### src/rtl/alu_pkg.sv
// alu_pkg: opcodes, ALU busy lengths and controller states shared by the ALU command controller.
package alu_pkg;
    localparam logic [3:0] OP_ADD = 4'd0;
    localparam logic [3:0] OP_SUB = 4'd1;
    localparam logic [3:0] OP_AND = 4'd2;
    localparam logic [3:0] OP_OR  = 4'd3;
    localparam logic [3:0] OP_XOR = 4'd4;
    localparam logic [3:0] OP_NOT = 4'd5;
    localparam logic [3:0] OP_SHL = 4'd6;
    localparam logic [3:0] OP_SHR = 4'd7;
    localparam logic [3:0] OP_MUL = 4'd8;
    localparam logic [3:0] OP_DIV = 4'd9;

    localparam int MUL_BUSY_CYC = 5;
    localparam int DIV_BUSY_CYC = 9;

    typedef enum logic [2:0] {
        ST_OFF, ST_PWR_UP, ST_READY, ST_ISSUE, ST_WAIT, ST_RESP, ST_PWR_DN
    } ctrl_state_t;

    function automatic logic op_legal(input logic [3:0] op);
        return op inside {OP_ADD, OP_SUB, OP_AND, OP_OR, OP_XOR,
                          OP_NOT, OP_SHL, OP_SHR, OP_MUL, OP_DIV};
    endfunction
endpackage

### src/rtl/alu_pwr_seq.sv
// alu_pwr_seq: power-up/power-down sequencing, pwr_en/iso_en generation, power-up and idle counters.
module alu_pwr_seq
    import alu_pkg::*;
#(
    parameter int PWR_UP_CYC   = 4,
    parameter int IDLE_OFF_CYC = 16
) (
    input  logic        clk,
    input  logic        rst_n,
    input  ctrl_state_t i_state,
    input  logic        i_accept,
    output logic        o_pwr_en,
    output logic        o_iso_en,
    output logic        o_power_good,
    output logic        o_off_req,
    output logic        o_powered
);
    logic [3:0] r_up_cnt;
    logic [7:0] r_idle_cnt;
    logic       r_pwr;

    always_ff @(posedge clk or negedge rst_n) begin
        if (!rst_n) begin
            r_up_cnt   <= '0;
            r_idle_cnt <= '0;
            r_pwr      <= 1'b0;
        end else begin
            r_up_cnt   <= (i_state == ST_PWR_UP) ? r_up_cnt + 4'd1 : 4'd0;
            r_idle_cnt <= (i_state == ST_READY && !i_accept) ? r_idle_cnt + 8'd1 : 8'd0;
            r_pwr      <= (i_state == ST_PWR_UP) | (r_pwr & (i_state != ST_PWR_DN));
        end
    end

    assign o_power_good = (i_state == ST_PWR_UP) && (r_up_cnt == 4'(PWR_UP_CYC - 1));
    assign o_off_req    = (i_state == ST_READY) && (r_idle_cnt == 8'(IDLE_OFF_CYC - 1));
    assign o_pwr_en     = r_pwr | (i_state == ST_PWR_UP);
    // Isolation only lifts once the domain is fully up; PWR_DN re-isolates before r_pwr drops.
    assign o_iso_en     = !(r_pwr && (i_state inside {ST_READY, ST_ISSUE, ST_WAIT, ST_RESP}));
    assign o_powered    = r_pwr;
endmodule

### src/rtl/alu_cmd_ctrl.sv
// alu_cmd_ctrl: command initiator and power manager for the gated ALU datapath.
// Define ALU_TIMEOUT_EN to build the busy watchdog that aborts a stuck ALU operation.
module alu_cmd_ctrl
    import alu_pkg::*;
#(
    parameter int PWR_UP_CYC   = 4,
    parameter int IDLE_OFF_CYC = 16,
    parameter int BUSY_TIMEOUT = 15
) (
    input  logic        clk,
    input  logic        rst_n,
    input  logic        cmd_valid,
    output logic        cmd_ready,
    input  logic [3:0]  cmd_opcode,
    input  logic [15:0] cmd_a,
    input  logic [15:0] cmd_b,
    output logic        rsp_valid,
    input  logic        rsp_ready,
    output logic [15:0] rsp_result,
    output logic        rsp_err,
    output logic        alu_pwr_en,
    output logic        iso_en,
    output logic [15:0] alu_a,
    output logic [15:0] alu_b,
    output logic [3:0]  alu_opcode,
    output logic        alu_start,
    input  logic [15:0] alu_result,
    input  logic        alu_busy
);
`ifdef ALU_TIMEOUT_EN
    localparam bit TIMEOUT_EN = 1'b1;
`else
    localparam bit TIMEOUT_EN = 1'b0;
`endif

    ctrl_state_t r_state, w_next;
    logic [15:0] r_alu_a, r_alu_b, r_rsp_result;
    logic [3:0]  r_alu_opcode;
    logic [7:0]  r_busy_cnt;
    logic        r_rsp_err, r_kill;
    logic        w_accept, w_legal, w_power_good, w_off_req, w_powered, w_timeout, w_done;

    assign cmd_ready  = (r_state == ST_OFF) || (r_state == ST_READY);
    assign w_accept   = cmd_valid && cmd_ready;
    assign w_legal    = op_legal(cmd_opcode);
    assign w_timeout  = TIMEOUT_EN && (r_state == ST_WAIT) && alu_busy
                        && (r_busy_cnt == 8'(BUSY_TIMEOUT - 1));
    assign w_done     = (r_state == ST_WAIT) && (!alu_busy || w_timeout);
    assign rsp_valid  = (r_state == ST_RESP);
    assign alu_start  = (r_state == ST_ISSUE);
    assign rsp_result = r_rsp_result;
    assign rsp_err    = r_rsp_err;
    assign alu_a      = r_alu_a;
    assign alu_b      = r_alu_b;
    assign alu_opcode = r_alu_opcode;

    alu_pwr_seq #(.PWR_UP_CYC(PWR_UP_CYC), .IDLE_OFF_CYC(IDLE_OFF_CYC)) u_pwr_seq (
        .clk          (clk),
        .rst_n        (rst_n),
        .i_state      (r_state),
        .i_accept     (w_accept),
        .o_pwr_en     (alu_pwr_en),
        .o_iso_en     (iso_en),
        .o_power_good (w_power_good),
        .o_off_req    (w_off_req),
        .o_powered    (w_powered)
    );

    always_comb begin
        w_next = r_state;
        case (r_state)
            ST_OFF:    if (w_accept) w_next = w_legal ? ST_PWR_UP : ST_RESP;
            ST_PWR_UP: if (w_power_good) w_next = ST_ISSUE;
            ST_READY:  w_next = w_accept ? (w_legal ? ST_ISSUE : ST_RESP)
                              : w_off_req ? ST_PWR_DN : ST_READY;
            ST_ISSUE:  w_next = ST_WAIT;
            ST_WAIT:   if (w_done) w_next = ST_RESP;
            ST_RESP:   if (rsp_ready) w_next = r_kill ? ST_PWR_DN : w_powered ? ST_READY : ST_OFF;
            ST_PWR_DN: w_next = ST_OFF;
            default:   w_next = ST_OFF;
        endcase
    end

    always_ff @(posedge clk or negedge rst_n) begin
        if (!rst_n) begin
            r_state      <= ST_OFF;
            r_alu_a      <= '0;
            r_alu_b      <= '0;
            r_alu_opcode <= '0;
            r_rsp_result <= '0;
            r_rsp_err    <= 1'b0;
            r_busy_cnt   <= '0;
            r_kill       <= 1'b0;
        end else begin
            r_state    <= w_next;
            r_busy_cnt <= (r_state == ST_WAIT && alu_busy) ? r_busy_cnt + 8'd1 : 8'd0;
            // A watchdog abort must power-cycle the ALU after its error response.
            r_kill     <= w_timeout | (r_kill && r_state != ST_PWR_DN);
            if (w_accept) begin
                r_alu_a      <= cmd_a;
                r_alu_b      <= cmd_b;
                r_alu_opcode <= cmd_opcode;
            end
            if (w_accept && !w_legal) begin
                r_rsp_result <= '0;
                r_rsp_err    <= 1'b1;
            end else if (w_done) begin
                r_rsp_result <= w_timeout ? 16'd0 : alu_result;
                r_rsp_err    <= w_timeout;
            end
        end
    end
endmodule

### config.mk
export PLATFORM = sky130hd
export DESIGN_NAME = alu_cmd_ctrl
export DESIGN_NICKNAME = d
export VERILOG_FILES = /design/src/rtl/alu_pkg.sv /design/src/rtl/alu_pwr_seq.sv /design/src/rtl/alu_cmd_ctrl.sv
export SDC_FILE = /design/constraint.sdc
export NUM_CORES = 1
export LEC_CHECK = 0
export CORE_MARGIN = 4
export CORE_UTILIZATION = 30
export DETAILED_ROUTE_END_ITERATION = 16
export DONT_BUFFER_PORTS = 1
export GPL_TIMING_DRIVEN = 0
export SYNTH_ARGS = -nofsm -noshare
export SYNTH_HDL_FRONTEND = slang
export SYNTH_HIERARCHICAL = 1
export SYNTH_SLANG_ARGS = --single-unit
### constraint.sdc
create_clock -name clk -period 1.7 [get_ports clk]
set_input_delay 0.34 -clock clk [delete_from_list [all_inputs] [get_ports clk]]
set_output_delay 0.34 -clock clk [all_outputs]
set_load 0.1 [all_outputs]
* Word-level counts from Yosys, hierarchy flattened
Index checks and enable logic that the tools add are counted.
Operators by class: reductions and logical operators 19, add/subtract/negate cells 2, muxes and demuxes 17, div/mod/pow operators 0, equal/unequal tests 21, bitwise gates (word level) 3, order comparisons 0, shifts and indexed selects 0, $mul 0
Operator list (count):
- $mux 16 | 2
- $mux 3 | 9
- $pmux 3 s6 | 1
- $eq 4x3->1 const B | 4
- $eq 4x2->1 const B | 3
- $reduce_bool 10->1 | 1
- $add 8x1->8 const B | 1
- $eq 4x4->1 const B | 2
- $eq 8x4->1 const B | 1
- $logic_and 1x1->1 | 8
- $mux 8 | 1
- $eq 3x2->1 const B | 2
- $eq 3x3->1 const B | 2
- $ne 2x1->1 const B | 3
- $add 4x1->4 const B | 1
- $eq 4x1->1 const B | 1
- $logic_not 1->1 | 4
- $logic_not 4->1 | 1
- $mux 4 | 1
- $reduce_and 4->1 | 1
- $reduce_bool 4->1 | 1
- $eq 3x1->1 const B | 1
- $logic_not 3->1 | 1
- $ne 3x3->1 const B | 1
- other kinds (7) | 9
Storage, ports and cells: memories kept 0, output and inout bits 58, register bits after elaboration 70, latch bits 0, logic and storage cells 72, ROM bits 0, bits in writable memories 0, input port bits 57

* Longest topological paths before layout
Gate-level depths: netlist (run 1).
depth after elaboration 6, depth in mapped cells 7, depth with buffers taken out 7

* Cells and area by module
The synthesis (run 1) kept the hierarchy.
By module, submodules not included:
- alu_cmd_ctrl | cells an instance 190, sequential area each 1426.4 um^2, times used 1, area an instance 2468.6 um^2
- alu_pwr_seq | cells an instance 61, sequential area each 325.3 um^2, times used 1, area an instance 635.6 um^2

* Worst setup path before layout (run 1)
Ideal clock, no wire load.
path kind reg2out, start point register r_state[0], end point output alu_start, stages on the path, launching flop included 4, setup slack -0.631 ns, data required time 1.360 ns, arrival time 1.991 ns, path buffers 1, cells stage by stage dfrtp_1 > buf_6 > inv_1 > nor2_1
On the way: word-level cells in the longest chain between the ends 1
Ends and longest elaborated chain:
- start, declared | RTL line alu_cmd_ctrl.sv:36 | ctrl_state_t r_state, w_next;
- start signal, assigned | RTL line alu_cmd_ctrl.sv:95 | r_state <= w_next;
- $eq 3x2->1 | RTL line alu_cmd_ctrl.sv:50 | assign alu_start = (r_state == ST_ISSUE);
- end, declared | RTL line alu_cmd_ctrl.sv:26 | output logic alu_start,
No other way between the ends.

* Worst setup path after layout (run 1)
Ends and elaborated chain as after synthesis.

==> impl_metrics.json, run 1 <==
{
  "async_flop_share": 1.00,
  "ioPinCount": 115,
  "dp_hpwl_um": 4690,
  "port_buffers": 0,
  "die-area_um2": 12000,
  "rsz0062_at_grt": "true",
  "netlist_instances": 251,
  "syn_nets": 310,
  "crit_path_end_kind": "output port",
  "antenna_cells": 0,
  "core_area_um2": 9910,
  "arrival_ps": 1520,
  "ant_nets": 0,
  "ys_seq_elements": 70,
  "final_common_cell": "dfrtp_1",
  "grt_usage": 0.112,
  "setup_slack_ps": -159,
  "utilization": 0.393,
  "cp_max_fo": 4,
  "cts_buffer_depth": 2,
  "wl_per_cell_um": 16.2,
  "fin_nets": 351,
  "place_congestion": 0.749,
  "initial_core_util": 0.313,
  "die_width_um": 110,
  "yosysSeqAreaShare": 0.564,
  "cts_tree": "built",
  "grt_pass1_wl_um": 10200,
  "final_area_um2": 3900,
  "synth_edf_count": 0,
  "clkTransAtPathRegs_ps": 80,
  "start_kind": "flip-flop",
  "tns_ps": -889,
  "cts_root_buf": "clkbuf_8",
  "finalCritPeriodShare": 1.09,
  "vias": 1974,
  "setup_viol": 15,
  "cap_violations": 0,
  "slew_headroom": 0.377,
  "rows": 36,
  "synth_warnings": 6,
  "hp-class": "input port to async pin",
  "hold-worst-slack_ps": -317,
  "drtPass1Iterations": 3,
  "max_freq_ghz": 0.538,
  "yosysTopAreaCell": "dfrtp_1",
  "yosysUniqueCellTypes": 38,
  "grt_pass1_vias": 2019,
  "layout_common_cells": "67 x dfrtp_1, 37 x nand2_1, 23 x buf_4, 19 x mux2_4",
  "grt_max_degree": 71,
  "insertion_delay_ps": 340,
  "nFillCells": 964,
  "cp_data_required_time_ps": 1360,
  "drive_gt1_frac": 0.426,
  "htree_levels": 3,
  "synth_top_area_frac": 0.564,
  "skew_ps": 9.42,
  "routed_wl_um": 6950,
  "synth_ff_type": "dfrtp_1",
  "globalRouteOverflowTotal": 0,
  "status": "finished with violations",
  "cts_sinks": 70,
  "crit_type": "flip-flop to output port",
  "violations": "hold timing, setup timing",
  "fin_crit_ps": 1860,
  "synth.cell_area_um2": 3100,
  "slew_viol_final": 0,
  "vias_per_cell": 4.60,
  "finalHoldViolations": 70,
  "fp.dieH_um": 110,
  "drtIter0Drc": 104,
  "avgSynthCellArea_um2": 12.4,
  "layout-area-overhead-vs-synth_pct": 25.5,
  "route.detailed.drc": 0,
  "numCtsBuffers": 9,
  "worstMarginPinSlew_ps": 934,
  "placed_area_um2": 3280,
  "antenna_found_initial": 0,
  "synthTopCellsByArea": "dfrtp_1 56%, mux2_4 9.2%, mux2_2 6.2%, nand2_1 5.0%, a21oi_1 2.9%"
}
synthesized netlist by cell type (2+ instances only):
master,number
dfrtp_1,70
nor3_1,2
a21oi_1,18
o21ai_0,6
buf_6,6
nand2_1,41
or3_1,4
and2_1,2
buf_12,2
a211oi_1,2
inv_1,2
xnor2_1,3
mux2_4,19
ha_1,2
nand3_1,4
mux2_2,17
nor2_2,3
buf_4,4
nor2_1,15
a21oi_2,3
xor2_1,3
nand2b_1,5
o21a_1,2
nor2b_1,2
critical path: stages (launching register included):
cell        delay (ps)
dfrtp_2            380
buf_8              120
clkinvlp_4         140
nor2_4             540
state kept, by name (all words and copies together), names as in the netlist:
name,cells
alu_a,16
alu_b,16
rsp_result,16
u_pwr_seq/r_idle_cnt,8
alu_opcode,4
u_pwr_seq/r_up_cnt,4
r_state,3
r_kill,1
rsp_err,1
u_pwr_seq/o_powered,1
stage by stage:
step | cells | setup slack [ps]
2_1_floorplan | 251 | -190
3_3_place_gp | 384 | -385
3_5_place_dp | 384 | -388
4_1_cts | 418 | -187
5_1_grt | 429 | -211
6_report | 429 | -159
routing by layer:
| metal | vias up | wire (um) | global-route usage |
|---|---|---|---|
| met5 | - | 0 | 0 |
| met1 | 956 | 2740 | 0.128 |
| met2 | 74 | 3440 | 0.181 |
| li1 | 937 | - | - |
| met3 | 7 | 693 | 0.0593 |
| met4 | 0 | 77 | 0.0321 |
timing repair:
| action | CTS | global route |
|---|---|---|
| hold endpoints to repair | 70 | 70 |
| endpoints found under the setup margin | 13 | 62 |
| resized for setup | 19 | 22 |
| pin swaps | 6 | 10 |
| gates cloned | 1 | 1 |
| setup buffers | 19 | 11 |
final cells by class:
type | instances | area, um2 | area share
Inverter | 2 | 11.3 | 0.00289
Clock buffer | 9 | 124 | 0.0318
Multi-Input combinational cell | 167 | 1350 | 0.346
Sequential cell | 70 | 1760 | 0.451
Clock inverter | 6 | 38.8 | 0.00996
Tap cell | 133 | 166 | 0.0427
Timing Repair Buffer | 32 | 329 | 0.0845
Buffer | 10 | 121 | 0.0311
final timing paths:
kind | to | depth (start not counted) | slack [ps] | startpoint
worst max-delay path | alu_start | 3 | -160 | r_state[0]
worst min-delay path | alu_a[3] | 0 | -320 | rst_n
worst max register to register | alu_b[6] | 7 | -30 | r_state[2]
worst min register to register | u_pwr_seq/r_up_cnt[0] | 1 | 460 | u_pwr_seq/r_up_cnt[0]
max in group asynchronous | alu_opcode[1] | 0 | 1890 | rst_n
min in group clk | rsp_result[13] | 2 | 120 | alu_result[13]
kinds of logic (layout without fill, tap and decap cells):
kind of cell / count (synthesis) / in the layout / synth area share
AOI/OAI and AO/OA: 35 / 35 / 0.0669
xor gates and xnor gates: 6 / 6 / 0.0169
adders and majority gates: 2 / 2 / 0.00806
buffers and inverters: 14 / 59 / 0.0468
DFF: 70 / 70 / 0.564
muxes: 37 / 37 / 0.157
and+or+nand+nor: 87 / 87 / 0.140
Power of run 1 is left out: the tool's default activity adds up to more than one toggle a clock period on the data nets, which glitch-free logic cannot reach.
==> run 2, diff against run 1 <==
--- a/config.mk
+++ b/config.mk
@@ -7,9 +7,11 @@
 export LEC_CHECK = 0
 export CORE_MARGIN = 4
 export CORE_UTILIZATION = 30
+export CTS_BUF_LIST = sky130_fd_sc_hd__clkbuf_4 sky130_fd_sc_hd__clkbuf_8
 export DETAILED_ROUTE_END_ITERATION = 16
 export DONT_BUFFER_PORTS = 1
 export GPL_TIMING_DRIVEN = 0
+export SKIP_CTS_REPAIR_TIMING = 1
 export SYNTH_ARGS = -nofsm -noshare
 export SYNTH_HDL_FRONTEND = slang
 export SYNTH_HIERARCHICAL = 1
==> constraint.sdc (replaced) <==
create_clock -name clk -period 2.3 [get_ports clk]
set_input_delay 0.46 -clock clk [delete_from_list [all_inputs] [get_ports clk]]
set_output_delay 0.46 -clock clk [all_outputs]
set_load 0.1 [all_outputs]
==> run 2 against run 1 <==
Against the previous run:
- the run ends with hold timing left
- global-route usage decreased by 0.70 points
- final cell count down 6.5%
- first-iteration DRC count down 4.8%
- wire length decreased by 6.2%
- setup slack gained 270 ps
==> impl_metrics.json, run 2 (same netlist as run 1, synthesis figures left out) <==
{
  "status": "finished with violations",
  "violations": "hold timing",
  "die-area_um2": 12000,
  "nFillCells": 967,
  "setup_slack_ps": 110,
  "cp_data_required_time_ps": 1840,
  "drtPass1Iterations": 4,
  "arrival_ps": 1730,
  "layout-area-overhead-vs-synth_pct": 14.4,
  "grt_pass1_wl_um": 9560,
  "cp_max_fo": 10,
  "cts_sinks": 70,
  "ioPinCount": 115,
  "ff_latch_area_um2": 1750,
  "fp.dieH_um": 110,
  "rr_startpoint": "r_state[1]",
  "antenna_found_initial": 0,
  "setup_viol": 0,
  "place_congestion": 0.742,
  "multi_input_area_um2": 1240,
  "crit_path_end_kind": "output port",
  "die_width_um": 110,
  "final_common_cell": "dfrtp_1",
  "hp-class": "input port to async pin",
  "route.detailed.drc": 0,
  "fin_cells": 401,
  "wl_per_cell_um": 16.2,
  "start_kind": "flip-flop",
  "regToRegEndpoint": "r_state[2]",
  "dp_slack_ps": 109,
  "utilization": 0.358,
  "startpoint": "r_state[1]",
  "clkTransAtPathRegs_ps": 70,
  "dp_hpwl_um": 4640,
  "grt_max_degree": 71,
  "grt_pass1_vias": 1917,
  "grt_usage": 0.105,
  "globalRouteOverflowTotal": 0,
  "critPathCapture": "iso_en",
  "vias_per_cell": 4.74,
  "routed_wl_um": 6520,
  "rsz0062_at_grt": "false",
  "layout_common_cells": "69 x dfrtp_1, 41 x nand2_1, 19 x mux2_4, 18 x a21oi_1, 17 x mux2_2",
  "ff2ff_setup_slack_ps": 510,
  "insertion_delay_ps": 330,
  "place_inst": 384,
  "slew_viol_final": 0,
  "cts_tree": "built",
  "fin_crit_ps": 2190,
  "worstMarginPinSlew_ps": 932,
  "skew_ps": 6.09,
  "crit_type": "flip-flop to output port",
  "vias": 1900,
  "max_freq_ghz": 0.457,
  "initial_core_util": 0.313,
  "core_area_um2": 9910,
  "fin_nets": 322,
  "slew_headroom": 0.378,
  "finalHoldViolations": 8,
  "tns_ps": 0,
  "numCtsBuffers": 9,
  "finalCritPeriodShare": 0.952,
  "cts_root_buf": "clkbuf_8",
  "ant_nets": 0,
  "rows": 36,
  "htree_levels": 3,
  "cap_violations": 0,
  "hold-worst-slack_ps": -9.76,
  "antenna_cells": 0,
  "drive_gt1_frac": 0.302,
  "port_buffers": 0,
  "drtIter0Drc": 99,
  "rr_worst_depth": 7,
  "cts_buffer_depth": 2
}
run 2: changes by cell type in the layout (fill, tap and decap cells not counted), sizes merged:
cell / previous run / this run
buf: 41 / 13
clkinvlp: 3 / 0
bufinv: 0 / 2
clkbuf: 10 / 12
clkinv: 3 / 2
run 2: layout make-up:
cell class,instances,area share
multi-input combinational,167,0.348
buffer,12,0.0387
clock buffer,12,0.0430
clock inverter,4,0.0197
inverter,2,0.00211
sequential,70,0.493
timing repair buffer,1,0.00775
tap,133,0.0468
run 2: worst min path at each step:
stage / endpoint / slack [ps] / cells after the start
after global routing: rsp_result[9] / 20 / 1
final: rsp_result[9] / -10 / 1
after global placement: rsp_result[9] / 170 / 0
after floorplan: alu_a[0] / 160 / 0
after CTS: rsp_result[12] / -210 / 0
after detailed placement: rsp_result[9] / 170 / 0
run 2: critical path, stage by stage (launching register included):
cell and delay, ps:
dfrtp_1 500, xor2_1 210, nand2_1 680
run 2: layer usage:
| layer | up-vias | part of all wire | wire length, um | track usage |
|---|---|---|---|---|
| met2 | 68 | 0.50 | 3270 | 0.169 |
| li1 | 874 | - | - | - |
| met4 | 0 | 0.017 | 108 | 0.0410 |
| met3 | 9 | 0.10 | 682 | 0.0499 |
| met5 | - | 0 | 0 | 0 |
| met1 | 949 | 0.38 | 2460 | 0.119 |
run 2: per-stage QoR:
step	hold WS [ps]	area, um2
2_1_floorplan	164	3100
3_3_place_gp	166	3270
3_5_place_dp	166	3280
4_1_cts	-212	3500
5_1_grt	15.6	3550
6_report	-9.76	3550
Power of run 2 is left out for the same reason.
